## src/rtl/gate_sweep_ctrl.sv

```systemverilog
// Sweeps all 32 operand/opcode vectors through an external gate mux, captures the
// resulting truth table and counts bits that differ from the golden gate behaviour.
module gate_sweep_ctrl #(
    parameter int unsigned STEP_CYCLES = 4
) (
    input  logic        clk,
    input  logic        rst_n,
    input  logic        start,
    input  logic        abort,
    input  logic        manual,
    input  logic        SW0,
    input  logic        SW1,
    input  logic [2:0]  SW2,
    output logic        mux_a,
    output logic        mux_b,
    output logic [2:0]  mux_sel,
    input  logic        mux_y,
    output logic        LED,
    output logic        busy,
    output logic        done,
    output logic [31:0] table_out,
    output logic [5:0]  mismatch_cnt
);

    typedef enum logic [1:0] {StIdle, StApply, StDone} state_e;

    localparam logic [7:0] LastDwell = 8'(STEP_CYCLES - 1);

    state_e     state;
    logic [2:0] op;
    logic [1:0] vec;
    logic [7:0] dwell;
    logic       golden;
    logic [4:0] idx;

    assign idx = {op, vec};

    always_comb begin
        golden = 1'b0;
        unique case (op)
            3'd0: golden = ~vec[0];
            3'd1: golden = vec[0];
            3'd2: golden = ~(vec[0] ^ vec[1]);
            3'd3: golden = vec[0] ^ vec[1];
            3'd4: golden = vec[0] | vec[1];
            3'd5: golden = ~(vec[0] | vec[1]);
            3'd6: golden = vec[0] & vec[1];
            3'd7: golden = ~(vec[0] & vec[1]);
            default: golden = 1'b0;
        endcase
    end

    // Switch pass-through only while idle; the sweep owns the mux otherwise.
    always_comb begin
        mux_a   = 1'b0;
        mux_b   = 1'b0;
        mux_sel = 3'd0;
        if (state == StApply) begin
            mux_a   = vec[0];
            mux_b   = vec[1];
            mux_sel = op;
        end else if (state == StIdle && manual) begin
            mux_a   = SW0;
            mux_b   = SW1;
            mux_sel = SW2;
        end
    end

    always_ff @(posedge clk or negedge rst_n) begin
        if (!rst_n) begin
            state        <= StIdle;
            op           <= 3'd0;
            vec          <= 2'd0;
            dwell        <= 8'd0;
            busy         <= 1'b0;
            done         <= 1'b0;
            LED          <= 1'b0;
            table_out    <= 32'd0;
            mismatch_cnt <= 6'd0;
        end else begin
            LED  <= mux_y;
            done <= 1'b0;
            case (state)
                StIdle: begin
                    if (start && !abort) begin
                        state        <= StApply;
                        busy         <= 1'b1;
                        table_out    <= 32'd0;
                        mismatch_cnt <= 6'd0;
                        op           <= 3'd0;
                        vec          <= 2'd0;
                        dwell        <= 8'd0;
                    end
                end
                StApply: begin
                    if (abort) begin
                        state <= StIdle;
                        busy  <= 1'b0;
                    end else if (dwell == LastDwell) begin
                        table_out[idx] <= mux_y;
                        if (mux_y != golden && mismatch_cnt != 6'h3f) begin
                            mismatch_cnt <= mismatch_cnt + 6'd1;
                        end
                        dwell <= 8'd0;
                        vec   <= vec + 2'd1;
                        if (vec == 2'd3) begin
                            op <= op + 3'd1;
                        end
                        if (op == 3'd7 && vec == 2'd3) begin
                            state <= StDone;
                            busy  <= 1'b0;
                            done  <= 1'b1;
                        end
                    end else begin
                        dwell <= dwell + 8'd1;
                    end
                end
                StDone: begin
                    state <= StIdle;
                end
                default: begin
                    state <= StIdle;
                end
            endcase
        end
    end

endmodule

```

## config.mk

```make
export PLATFORM = sky130hd
export DESIGN_NAME = gate_sweep_ctrl
export DESIGN_NICKNAME = d
export VERILOG_FILES = /design/src/rtl/gate_sweep_ctrl.sv
export SDC_FILE = /design/constraint.sdc
export NUM_CORES = 1
export LEC_CHECK = 0
export CAP_MARGIN = 20
export CORE_MARGIN = 3
export CORE_UTILIZATION = 52
export CTS_CLUSTER_DIAMETER = 50
export DETAILED_ROUTE_END_ITERATION = 10
export PLACE_DENSITY = 0.8
export SYNTH_ARGS = -nofsm -noshare
export SYNTH_HDL_FRONTEND = slang
export SYNTH_SLANG_ARGS = --single-unit
export TNS_END_PERCENT = 1
```

## constraint.sdc

```tcl
create_clock -name clk -period 3.3 [get_ports clk]
set_clock_uncertainty 0.2 [all_clocks]
set_input_delay 0.66 -clock clk [delete_from_list [all_inputs] [get_ports clk]]
set_output_delay 0.66 -clock clk [all_outputs]
set_load 0.02 [all_outputs]
```

==> run_results.csv <==
group,metric,value,unit
grt,grt_antenna_before_repair,0,
floorplanning,start_util,55.8,%
route,drcViolationCount,0,
sta,period_share,93.2,%
sta,tightest_slew,0.488,ns
layout,final_cells,449,
clocking,clkSinkCount,56,
layout,fill_cells,411,
grt,grt_max_degree,39,
synthesis,synth_area_leaders,"dfrtp_1 (48%), o21ai_0 (12%), a21oi_1 (6.6%)",
layout,layout.nets,401,
power,p_total,1.72,mW
power,leakage,1.58,nW
synthesis,synth_top_cell_area_share,47.7,%
clocking,cts_hold_buf,0,
synthesis,yosysWarnings,0,
synthesis,synth_area,2940,um^2
synthesis,avgSynthCellArea,9.10,um^2
sta,fmax,0.325,GHz
worst_setup_path,critical_path.max_fanout,5,
sta,slew_viol_final,0,
placed_design,io_buffers,56,
floorplanning,std_cell_rows,26,
clocking,cts.repair.resized,0,
power,vdd_drop_max,0.239,mV
sta,holdWs,0.131,ns
clocking,clkLatencyLatePin,0.32,ns
grt,track_usage,24.3,%
synthesis,yosys.area.top_type,"dfrtp_1",
clocking,post_cts_buffers,0,
clocking,tritoncts,"done",
sta,relSlewSlack,67.0,%
floorplanning,die_area,6590,um^2
synthesis,yosys_register_bits,56,
worst_setup_path,startpoint_type,"input pin",
placed_design,gp_congestion,0.836,
route,antenna_left,0,
worst_setup_path,crit_arrival,2.22,ns
route,routed_wl,7.57,mm
layout,antenna_cells,0,
synthesis,syn_nets,346,
worst_setup_path,crit_type,"in -> out",
clocking,clk_path_buf_depth,2,
clocking,htree_levels,2,
grt,grt-ovfl-total,0,
synthesis,synth_seq_area_share,47.7,%
layout,final_util,70.2,%
power,p_per_area,464,nW/um^2
placed_design,dpl.hpwl,5.15,mm
sta,rsz0062_at_grt,"no",
sta,hold_viol_final,0,
route,firstDrtPassIters,5,
route,via_per_inst,6.09,
route,wire_per_inst,16.9,um
floorplanning,coreArea,5270,um^2
layout,final_area,3700,um^2
floorplanning,io_pins,57,
worst_setup_path,endpoint_kind,"primary output",
sta,worst_slack,0.224,ns
placed_design,dp_slack,0.187,ns
route,num_vias,2733,
placed_design,place_area,3580,um^2
synthesis,synthCells,323,
clocking,clk_pin_slew,0.11,ns
clocking,numCtsBuffers,5,
flow_run,cap_violations,0,
worst_setup_path,required,2.44,ns
placed_design,dp_cells,441,
synthesis,ys_types,41,
grt,grt_first_pass_wirelength,12.4,mm
grt,grt_pass1_vias,2530,
worst_hold_path,hp-class,"in -> async",
floorplanning,die_h,81.2,um
layout,syn2layout_area_growth,25.9,%
sta,min_period,3.08,ns
floorplanning,die_x,81.2,um
layout,drive_gt1_share,7.92,%
run_status,status,"finished, final reports clean",
route,drt-initial-drc-count,258,
clocking,root_buffer,"clkbuf_8",
sta,finalSetupViolations,0,
sta,final.setup.tns,0,ns
power by group:
| part | total [mW] | switching (mW) | leakage (nW) | internal [mW] |
|---|---|---|---|---|
| combinational | 0.462 | 0.287 | 0.749 | 0.175 |
| clock | 0.476 | 0.227 | 0.0614 | 0.248 |
| sequential | 0.780 | 0.0524 | 0.771 | 0.727 |
| total | 1.72 | 0.566 | 1.58 | 1.15 |
layout make-up:
type | instances | area (um^2) | area share, %
Sequential cell | 56 | 1400 | 37.9
Inverter | 8 | 30.0 | 0.811
Multi-Input combinational cell | 238 | 1410 | 38.0
Tap cell | 70 | 87.6 | 2.37
Clock inverter | 2 | 38.8 | 1.05
Clock buffer | 6 | 82.6 | 2.23
Timing Repair Buffer | 69 | 653 | 17.6
final timing paths:
path,slack (ns),start,cells after the start,endpoint
setup / recovery,0.22,manual,5,mux_b
hold / removal,0.13,rst_n,2,table_out[8]
setup reg to reg,0.32,vec[0],10,mismatch_cnt[4]
hold reg to reg,0.31,busy,2,busy
max in group asynchronous,2.41,rst_n,2,dwell[2]
min in group clk,0.31,busy,2,busy
sequential cells by signal, summed over array words and instances (netlist names):
signal,count
LED,1
busy,1
done,1
dwell,8
mismatch_cnt,6
op,3
state,2
table_out,32
vec,2
critical path, stage by stage:
cell and delay [ns]:
clkdlybuf4s50_1 0.48, nor2b_2 0.26, a22oi_1 0.11, nor2_1 0.11, clkdlybuf4s50_1 0.61
cells in the mapped netlist:
library cell	n
nor2_1	18
o22ai_1	1
inv_1	7
or4_1	1
o31a_1	1
nor4_4	1
buf_6	3
nor4b_1	2
or4b_4	2
o21a_1	2
o21ai_4	1
a311oi_1	2
clkbuf_1	16
a221oi_1	1
dfrtp_1	56
o31ai_1	2
xnor2_1	1
inv_2	1
or3_1	4
o221a_2	1
o21ai_0	70
buf_2	2
a31o_1	1
o41ai_1	1
nand2b_1	3
nand2_1	21
and2_1	2
and3_1	4
a22oi_1	6
nand4_1	4
nor4_1	1
o211a_1	1
xor2_1	5
nand3_1	11
nor3_1	8
nor2b_1	3
ha_1	12
mux2i_1	1
o21ai_2	1
o21ai_1	4
a21oi_1	39
kinds of logic after synthesis:
logic type,synth area share (%)
AO/OA/AOI/OAI,25.4
buffers and inverters,4.55
XOR/XNOR,1.79
AND/OR/NAND/NOR,15.2
multiplexers,0.340
flip-flops,47.7
adder cells (fa/ha/maj),5.11
cell usage in the layout (no fill, tap or decap), types with 5 or more instances in the layout:
| cell | netlist | routed |
|---|---|---|
| a21oi_1 | 39 | 39 |
| a22oi_1 | 6 | 6 |
| buf_4 | 0 | 13 |
| clkbuf_8 | 0 | 6 |
| clkdlybuf4s50_1 | 0 | 55 |
| dfrtp_1 | 56 | 56 |
| ha_1 | 12 | 12 |
| inv_1 | 7 | 7 |
| nand2_1 | 21 | 21 |
| nand3_1 | 11 | 11 |
| nor2_1 | 18 | 18 |
| nor3_1 | 8 | 8 |
| o21ai_0 | 70 | 70 |
| xor2_1 | 5 | 5 |
metal layers:
metal  vias up  share of wire (%)  GRT usage (%)
met5         -                  0              0
met3        13                4.4           3.44
li1       1275                  -              -
met1      1351                 46           34.1
met2        94                 48           39.6
met4         0                1.5           6.59
(Power assumes the default switching activity.)
